--- config.mk ---
export PLATFORM = sky130hd
export DESIGN_NAME = uart_rx_controller
export DESIGN_NICKNAME = d
export VERILOG_FILES = /design/src/rtl/uart_rx_pkg.sv /design/src/rtl/uart_rx_data_sampler.sv /design/src/rtl/uart_rx_controller.sv
export SDC_FILE = /design/constraint.sdc
export NUM_CORES = 1
export LEC_CHECK = 0
export CAP_MARGIN = 25
export CORE_UTILIZATION = 51
export DETAILED_ROUTE_END_ITERATION = 6
export HOLD_SLACK_MARGIN = 0.15
export PLACE_DENSITY = 0.77
export SLEW_MARGIN = 20
export SYNTH_ARGS = -nofsm -noshare
export SYNTH_HDL_FRONTEND = slang
export SYNTH_SLANG_ARGS = --single-unit
--- constraint.sdc ---
create_clock -name clk -period 1.9 [get_ports clk]
set_input_delay 0.38 -clock clk [delete_from_list [all_inputs] [get_ports clk]]
set_output_delay 0.38 -clock clk [all_outputs]
set_load 0.005 [all_outputs]
--- src/rtl/uart_rx_pkg.sv ---
// Shared types and constants for the UART receive front end.
// No logic; state encoding, prescale floor and parity sense only.
// Imported by the controller, the bit sampler and the bench.
package uart_rx_pkg;

    typedef enum logic [2:0] {
        IDLE,
        START,
        DATA,
        PARITY,
        STOP
    } rx_state_t;

    localparam int   PRESC_MIN = 8;
    localparam logic EVEN      = 1'b0;
    localparam logic ODD       = 1'b1;

endpackage

--- src/rtl/uart_rx_data_sampler.sv ---
// Purpose: 3-sample majority vote of rx_sync around the bit midpoint.
// Latency: sampled_bit registered on the cycle where edge_cnt == P/2+1.
// Backpressure: none; free-running against the controller's edge counter.
module uart_rx_data_sampler
    import uart_rx_pkg::*;
#(
    parameter int PRESC_W = 6
) (
    input  logic               clk,
    input  logic               rst,
    input  logic               rx_sync,
    input  logic [PRESC_W-1:0] edge_cnt,
    input  logic [PRESC_W-1:0] presc,
    output logic               sampled_bit
);

    localparam logic [PRESC_W-1:0] ONE = PRESC_W'(1);

    logic [PRESC_W-1:0] mid;
    logic [PRESC_W-1:0] mid_lo;
    logic [PRESC_W-1:0] mid_hi;
    logic               s_lo;
    logic               s_mid;

    assign mid    = presc >> 1;
    assign mid_lo = mid - ONE;
    assign mid_hi = mid + ONE;

    // The third sample is taken live from rx_sync as the vote is registered.
    always_ff @(posedge clk or posedge rst) begin
        if (rst) begin
            s_lo        <= 1'b0;
            s_mid       <= 1'b0;
            sampled_bit <= 1'b0;
        end else begin
            if (edge_cnt == mid_lo) s_lo  <= rx_sync;
            if (edge_cnt == mid)    s_mid <= rx_sync;
            if (edge_cnt == mid_hi)
                sampled_bit <= (s_lo & s_mid) | (s_lo & rx_sync) | (s_mid & rx_sync);
        end
    end

endmodule

--- src/rtl/uart_rx_controller.sv ---
// Purpose: UART RX front end - sync, start qualify, bit strobes, parity/stop check.
// Latency: 2-flop sync + registered outputs; deser_en one cycle after each bit's last tick.
// Backpressure: none; deserializer must accept every deser_en/success strobe.
module uart_rx_controller
    import uart_rx_pkg::*;
#(
    parameter int DATA_WIDTH = 8,
    parameter int PRESC_W    = 6
) (
    input  logic               clk,
    input  logic               rst,
    input  logic               rx_in,
    input  logic [PRESC_W-1:0] prescale,
    input  logic               parity_en,
    input  logic               parity_type,
    output logic               sampled_bit,
    output logic               deser_en,
    output logic               success,
    output logic               parity_error,
    output logic               stop_error,
    output logic               busy
);

    localparam int                 BW       = $clog2(DATA_WIDTH);
    localparam logic [PRESC_W-1:0] ONE      = PRESC_W'(1);
    localparam logic [PRESC_W-1:0] PMIN     = PRESC_W'(PRESC_MIN);
    localparam logic [BW-1:0]      BIT_ONE  = BW'(1);
    localparam logic [BW-1:0]      BIT_LAST = BW'(DATA_WIDTH - 1);

    rx_state_t          state, state_nxt;
    logic               rx_meta, rx_sync;
    logic [PRESC_W-1:0] edge_cnt, presc_q, presc_norm, p_last;
    logic [BW-1:0]      bit_cnt;
    logic               par_en_q, par_type_q, par_acc, par_err_flag;
    logic               bit_last;
    logic               deser_en_nxt, success_nxt, parity_error_nxt, stop_error_nxt;

    always_ff @(posedge clk or posedge rst) begin
        if (rst) {rx_meta, rx_sync} <= 2'b11;
        else     {rx_meta, rx_sync} <= {rx_in, rx_meta};
    end

    // Odd ratios round down so the midpoint taps stay symmetric.
    assign presc_norm = (prescale < PMIN) ? PMIN : {prescale[PRESC_W-1:1], 1'b0};
    assign p_last     = presc_q - ONE;
    assign bit_last   = (edge_cnt == p_last);

    uart_rx_data_sampler #(.PRESC_W(PRESC_W)) u_sampler (
        .clk         (clk),
        .rst         (rst),
        .rx_sync     (rx_sync),
        .edge_cnt    (edge_cnt),
        .presc       (presc_q),
        .sampled_bit (sampled_bit)
    );

    always_ff @(posedge clk or posedge rst) begin
        if (rst) state <= IDLE;
        else     state <= state_nxt;
    end

    always_comb begin
        state_nxt        = state;
        deser_en_nxt     = 1'b0;
        success_nxt      = 1'b0;
        parity_error_nxt = 1'b0;
        stop_error_nxt   = 1'b0;
        case (state)
            IDLE:   if (!rx_sync) state_nxt = START;
            START:  if (bit_last) state_nxt = sampled_bit ? IDLE : DATA;
            DATA: begin
                if (bit_last) begin
                    deser_en_nxt = 1'b1;
                    if (bit_cnt == BIT_LAST) state_nxt = par_en_q ? PARITY : STOP;
                end
            end
            PARITY: if (bit_last) state_nxt = STOP;
            STOP: begin
                if (bit_last) begin
                    state_nxt        = IDLE;
                    stop_error_nxt   = !sampled_bit;
                    parity_error_nxt = par_err_flag;
                    success_nxt      = sampled_bit && !par_err_flag;
                end
            end
            default: state_nxt = IDLE;
        endcase
    end

    // The detect cycle is bit-cycle 0, so the counter starts at 1 on entry to START.
    always_ff @(posedge clk or posedge rst) begin
        if (rst) begin
            edge_cnt     <= '0;
            bit_cnt      <= '0;
            presc_q      <= '0;
            par_en_q     <= 1'b0;
            par_type_q   <= 1'b0;
            par_acc      <= 1'b0;
            par_err_flag <= 1'b0;
        end else if (state == IDLE) begin
            edge_cnt <= '0;
            if (!rx_sync) begin
                edge_cnt     <= ONE;
                bit_cnt      <= '0;
                presc_q      <= presc_norm;
                par_en_q     <= parity_en;
                par_type_q   <= parity_type;
                par_acc      <= 1'b0;
                par_err_flag <= 1'b0;
            end
        end else begin
            edge_cnt <= bit_last ? '0 : edge_cnt + ONE;
            if (state == DATA && bit_last) begin
                bit_cnt <= (bit_cnt == BIT_LAST) ? '0 : bit_cnt + BIT_ONE;
                par_acc <= par_acc ^ sampled_bit;
            end
            if (state == PARITY && bit_last &&
                (sampled_bit != (par_acc ^ (par_type_q == ODD))))
                par_err_flag <= 1'b1;
        end
    end

    always_ff @(posedge clk or posedge rst) begin
        if (rst) begin
            deser_en     <= 1'b0;
            success      <= 1'b0;
            parity_error <= 1'b0;
            stop_error   <= 1'b0;
            busy         <= 1'b0;
        end else begin
            deser_en     <= deser_en_nxt;
            success      <= success_nxt;
            parity_error <= parity_error_nxt;
            stop_error   <= stop_error_nxt;
            busy         <= (state_nxt != IDLE);
        end
    end

endmodule

Word-level counts from Yosys, hierarchy flattened
Cells that the tools add are included.
{"block": "op_classes", "bitwise_logic": 8, "reduce_logical": 13, "eq_ne": 11, "add_sub_neg": 5, "mux": 30, "order_cmp": 1}
{"cell": "$mux 3", "n": 11}
{"cell": "$eq 6x6->1", "n": 3}
{"cell": "$mux 6", "n": 3}
{"cell": "$pmux 3 s5", "n": 1}
{"cell": "$mux 1", "n": 14}
{"cell": "$add 5x1->6 const B", "n": 1}
{"cell": "$add 6x1->6 const B", "n": 1}
{"cell": "$eq 3x2->1 const B", "n": 2}
{"cell": "$eq 3x3->1 const B", "n": 2}
{"cell": "$eq 6x5->1", "n": 1}
{"cell": "$lt 6x4->1 const B", "n": 1}
{"cell": "$reduce_and 2->1", "n": 3}
{"cell": "$sub 5x1->6 const B", "n": 1}
{"cell": "$sub 6x1->6 const B", "n": 1}
{"cell": "$logic_and 1x1->1", "n": 4}
{"cell": "$reduce_bool 2->1", "n": 2}
{"cell": "$add 3x1->3 const B", "n": 1}
{"cell": "$and 1x1->1", "n": 3}
{"cell": "$eq 3x1->1 const B", "n": 1}
{"cell": "$logic_not 3->1", "n": 1}
{"cell": "$reduce_bool 3->1", "n": 1}
{"cell": "$logic_not 1->1", "n": 2}
{"cell": "$mux 2", "n": 1}
{"cell": "$ne 2x2->1 const B", "n": 1}
{"cell": "4 further kinds", "n": 6}
{"block": "totals", "elab_cells": 86, "ff_bits": 32, "output_inout_bits": 6, "in_bits": 11}

Longest topological paths before layout
{"block": "depth", "depth_word": 6, "mapped_depth": 8, "depth_no_buf": 7}

By module
Synthesis repeated with hierarchy kept, for this count alone.
{"block": "hier_totals", "hier_cells": 191, "area_unflattened_um2": 1855.5}
{"module": "uart_rx_controller", "area_per_inst_um2": 1387.6, "instances": 1, "seq_area_each_um2": 703.2, "cells_each": 140}
{"module": "uart_rx_data_sampler", "area_per_inst_um2": 467.9, "instances": 1, "seq_area_each_um2": 75.1, "cells_each": 51}

Least setup slack after synthesis
Ideal clock, no wire load.
{"block": "synth_timing", "path_type": "register to register", "start": "reg presc_q[1]", "end": "reg bit_cnt[0]", "slack_ns": -0.134, "path_buffers": 0, "setup_time_ns": 0.121, "required_ns": 1.779, "synth_period_minus_slack_ns": 2.034, "path_stages_with_launch": 8, "arrival_time_ns": 1.913, "path_cell_list": "dfrtp_1 -> inv_1 -> ha_1 -> xnor2_2 -> xnor2_1 -> nor4_4 -> a21oi_1 -> a22o_1"}
{"block": "synth_between", "elab_chain_cells": 5}
{"item": "start, declared", "line_no": "uart_rx_controller.sv:32", "source": "logic [PRESC_W-1:0] edge_cnt, presc_q, presc_norm, p_last;"}
{"item": "start signal, assigned", "line_no": "uart_rx_controller.sv:105", "source": "presc_q <= presc_norm;"}
{"item": "$sub 6x1->6", "line_no": "uart_rx_controller.sv:45", "source": "assign p_last = presc_q - ONE;"}
{"item": "$eq 6x6->1", "line_no": "uart_rx_controller.sv:46", "source": "assign bit_last = (edge_cnt == p_last);"}
{"item": "$logic_and 1x1->1", "line_no": "uart_rx_controller.sv:113", "source": "if (state == DATA && bit_last) begin"}
{"item": "$reduce_bool 2->1 (no source line)"}
{"item": "$reduce_and 2->1 (no source line)"}
{"item": "end signal, assigned", "line_no": "uart_rx_controller.sv:114", "source": "bit_cnt <= (bit_cnt == BIT_LAST) ? '0 : bit_cnt + BIT_ONE;"}
{"item": "end, declared", "line_no": "uart_rx_controller.sv:33", "source": "logic [BW-1:0] bit_cnt;"}
Every way passes these cells.
A chain may end at the register's enable or synchronous reset.

Final worst setup path
{"block": "layout_timing", "start": "reg presc_q[2]", "end": "reg bit_cnt[0]"}
The elaborated chain is that of the path after synthesis.

==> results.json <==
{
  "status": "finished with violations",
  "violations": "negative setup slack",
  "die_y_um": 61.2,
  "slowest_stage": "dfrtp_2",
  "drt_iter0_markers": 68,
  "skew_ps": 13.6,
  "grt_pass1_vias": 1363,
  "rsz0062_at_grt": "yes",
  "max_freq_ghz": 0.491,
  "tritoncts": "yes",
  "insertion_delay_ps": 330,
  "viasPerCell": 5.54,
  "grtUsageTotal": 0.239,
  "pin_count": 17,
  "relSlewSlack": 0.687,
  "avgSynthCellArea_um2": 9.93,
  "finalHoldViolations": 0,
  "syn-cell-area_mm2": 0.00179,
  "synth.largest_area_cell": "dfrtp_1",
  "arrival_ps": 2260,
  "power_leakage_nw": 0.987,
  "antenna_found_initial": 0,
  "synth_mux_area_frac": 0.0364,
  "synth_xor_area_frac": 0.122,
  "drc_errors": 0,
  "ys_warn_count": 0,
  "yosys.area_share.adder": 0.0406,
  "wl_per_cell_um": 16.2,
  "critPathTopFamily": "simple AND/OR/NAND/NOR gates",
  "worst_pin_slew_ps": 464,
  "async_flop_share": 1.00,
  "drive_above_1_share": 0.307,
  "required_ps": 2120,
  "drtPass1Iterations": 4,
  "ys_ff_latch": 31,
  "power_frac_seq": 0.312,
  "io_buffer_count": 15,
  "htree_levels": 2,
  "finalCriticalPeriod_ps": 2040,
  "maxCapViolCount": 0,
  "antenna_cells": 0,
  "cp_num_buf_inv": 2,
  "cellPowerDensity_mw_per_mm2": 1580,
  "wirelength_um": 4290,
  "clk_pin_slew_worst_paths_ps": 90,
  "root_buffer": "clkbuf_4",
  "ant_nets": 0,
  "hold_buffers": 0,
  "synth_compound_area_frac": 0.0826,
  "crit_chain": "inv_2, ha_4, nor3b_4, xnor2_2, nor4_4, buf_6, a21oi_2, a22o_1",
  "synthDominantCellAreaShare": 0.406,
  "critPathMaxStageDelay_ps": 470,
  "pwr-share-comb": 0.592,
  "fin_hold_ws_ps": 357,
  "clock_path_buffers": 2,
  "grt_pass1_wl_um": 6350,
  "synth-edff-count": 0,
  "yosys-top-cells-count": "dfrtp_1, nand2_1, xnor2_1",
  "startpoint_type": "register",
  "criticalPathCategory": "reg -> reg",
  "yosys.cell_types.count": 46,
  "initial_core_util": 0.535,
  "p_int_mw": 2.16,
  "syn_nets": 196,
  "cts.sinks": 31,
  "power_mw": 3.75,
  "area_growth_pct": 32.4,
  "synth_top_family_by_area": "simple AND/OR/NAND/NOR gates",
  "dp_hpwl_um": 2710,
  "hold_class": "reg -> reg",
  "critical_path.max_fanout": 7,
  "final_max_slew_viol_count": 0,
  "cts_buffers": 5,
  "period_share": 1.07,
  "yosysMostFrequentCell": "dfrtp_1",
  "fin_ws_ps": -137,
  "synth_area_leaders": "dfrtp_1, xnor2_1, nand2_1",
  "nets": 233,
  "setup_viol": 19,
  "peakVddDrop_v": 0.000940,
  "switching_share": 0.423,
  "end_kind": "register",
  "dp_slack_ps": -172,
  "grt.overflow.total": 0,
  "place_congestion": 0.849,
  "grt_start_max_net_pins": 32,
  "syn_inst": 180,
  "ys_seq_area_frac": 0.436,
  "p_sw_mw": 1.58,
  "core_mm2": 0.00334,
  "synth-simple-area-share": 0.242,
  "rows": 21,
  "dpl-instance-area_mm2": 0.00207,
  "dieArea_mm2": 0.00374,
  "die_w_um": 61.2,
  "ys.flop_type": "dfrtp_1",
  "fill_cells": 251,
  "route.vias.total": 1463,
  "final_area_mm2": 0.00237,
  "p_clk_frac": 0.096
}
-- logic make-up (layout without fill, tap and decap cells) --
logic type                 count (synthesis)  count (layout)
AOI/OAI and AO/OA                         22              22
buffers and inverters                     14              52
DFF                                       31              31
adders and majority gates                  6               6
xor gates and xnor gates                  24              24
muxes                                      6               6
and+or+nand+nor                           77              77
-- power by group through the flow --
stage	Sequential (mW)	Clock, mW	Combinational, mW
final	1.17	0.361	2.22
after global routing	1.19	0.401	2.42
after CTS	1.14	0.369	1.77
after detailed placement	1.13	0	1.66
after global placement	1.11	0	1.58
after floorplan	1.03	0	1.30
-- cell type report --
| type | count | area (um^2) | share of cell area |
|---|---|---|---|
| clock buffers | 8 | 48.8 | 0.0206 |
| well taps | 46 | 57.6 | 0.0243 |
| flip-flops and latches | 31 | 782 | 0.331 |
| repair buffers | 40 | 363 | 0.153 |
| inverters | 4 | 15.0 | 0.00635 |
| multi-input cells | 135 | 1100 | 0.465 |
-- timing repair --
action                     CTS  global route
setup endpoints to repair   18            20
cloned                       0             1
pin swaps                    6             7
setup buffers                2             6
gates resized for setup     10            22
-- layer usage --
metal  routed length [um]  global-route usage  vias to the layer above
met4                   68               0.104                        0
met2                 2200               0.377                       35
met3                  115              0.0609                        8
met1                 1900               0.313                      721
met5                    0                   0                        -
li1                     -                   -                      699
-- sequential cells by signal, indices dropped and copies added (netlist names) --
signal,cells
stop_error,1
parity_error,1
par_err_flag,1
state,3
par_en_q,1
u_sampler.s_lo,1
par_type_q,1
par_acc,1
u_sampler.s_mid,1
busy,1
deser_en,1
u_sampler.sampled_bit,1
presc_q,5
edge_cnt,6
rx_meta,1
success,1
bit_cnt,3
rx_sync,1
-- worst paths after layout --
kind,startpoint,endpoint,slack [ps],cells past startpoint
max in group asynchronous,rst,rx_sync$_DFF_PP1_,1140,3
hold reg to reg,rx_meta$_DFF_PP1_,rx_sync$_DFF_PP1_,360,0
setup / recovery,presc_q[2]$_DFFE_PP0P_,bit_cnt[0]$_DFFE_PP0P_,-140,8
setup reg to reg,presc_q[2]$_DFFE_PP0P_,bit_cnt[0]$_DFFE_PP0P_,-140,8
hold / removal,rx_meta$_DFF_PP1_,rx_sync$_DFF_PP1_,360,0
min in group asynchronous,rst,presc_q[1]$_DFFE_PP0P_,430,3
-- per-stage QoR --
step                      setup TNS [ps]  cells  utilization
after global placement              -157    247        0.620
after global routing               -3820    264        0.709
after floorplan                     -108    180            -
after CTS                           -443    257        0.654
final                              -1690    264        0.709
after detailed placement            -719    247        0.620
-- cell usage in the layout (no fill, tap or decap), types with 4 or more instances in the layout --
| cell type | count |
|---|---|
| buf_4 | 18 |
| buf_6 | 4 |
| clkbuf_4 | 6 |
| clkdlybuf4s50_1 | 15 |
| dfrtp_1 | 26 |
| nand2_1 | 21 |
| nand3_1 | 10 |
| nor2_1 | 11 |
| nor3_2 | 5 |
| o21ai_0 | 4 |
| xnor2_1 | 10 |
| xnor2_2 | 5 |
| xor2_1 | 7 |
(Power assumes the default switching activity.)
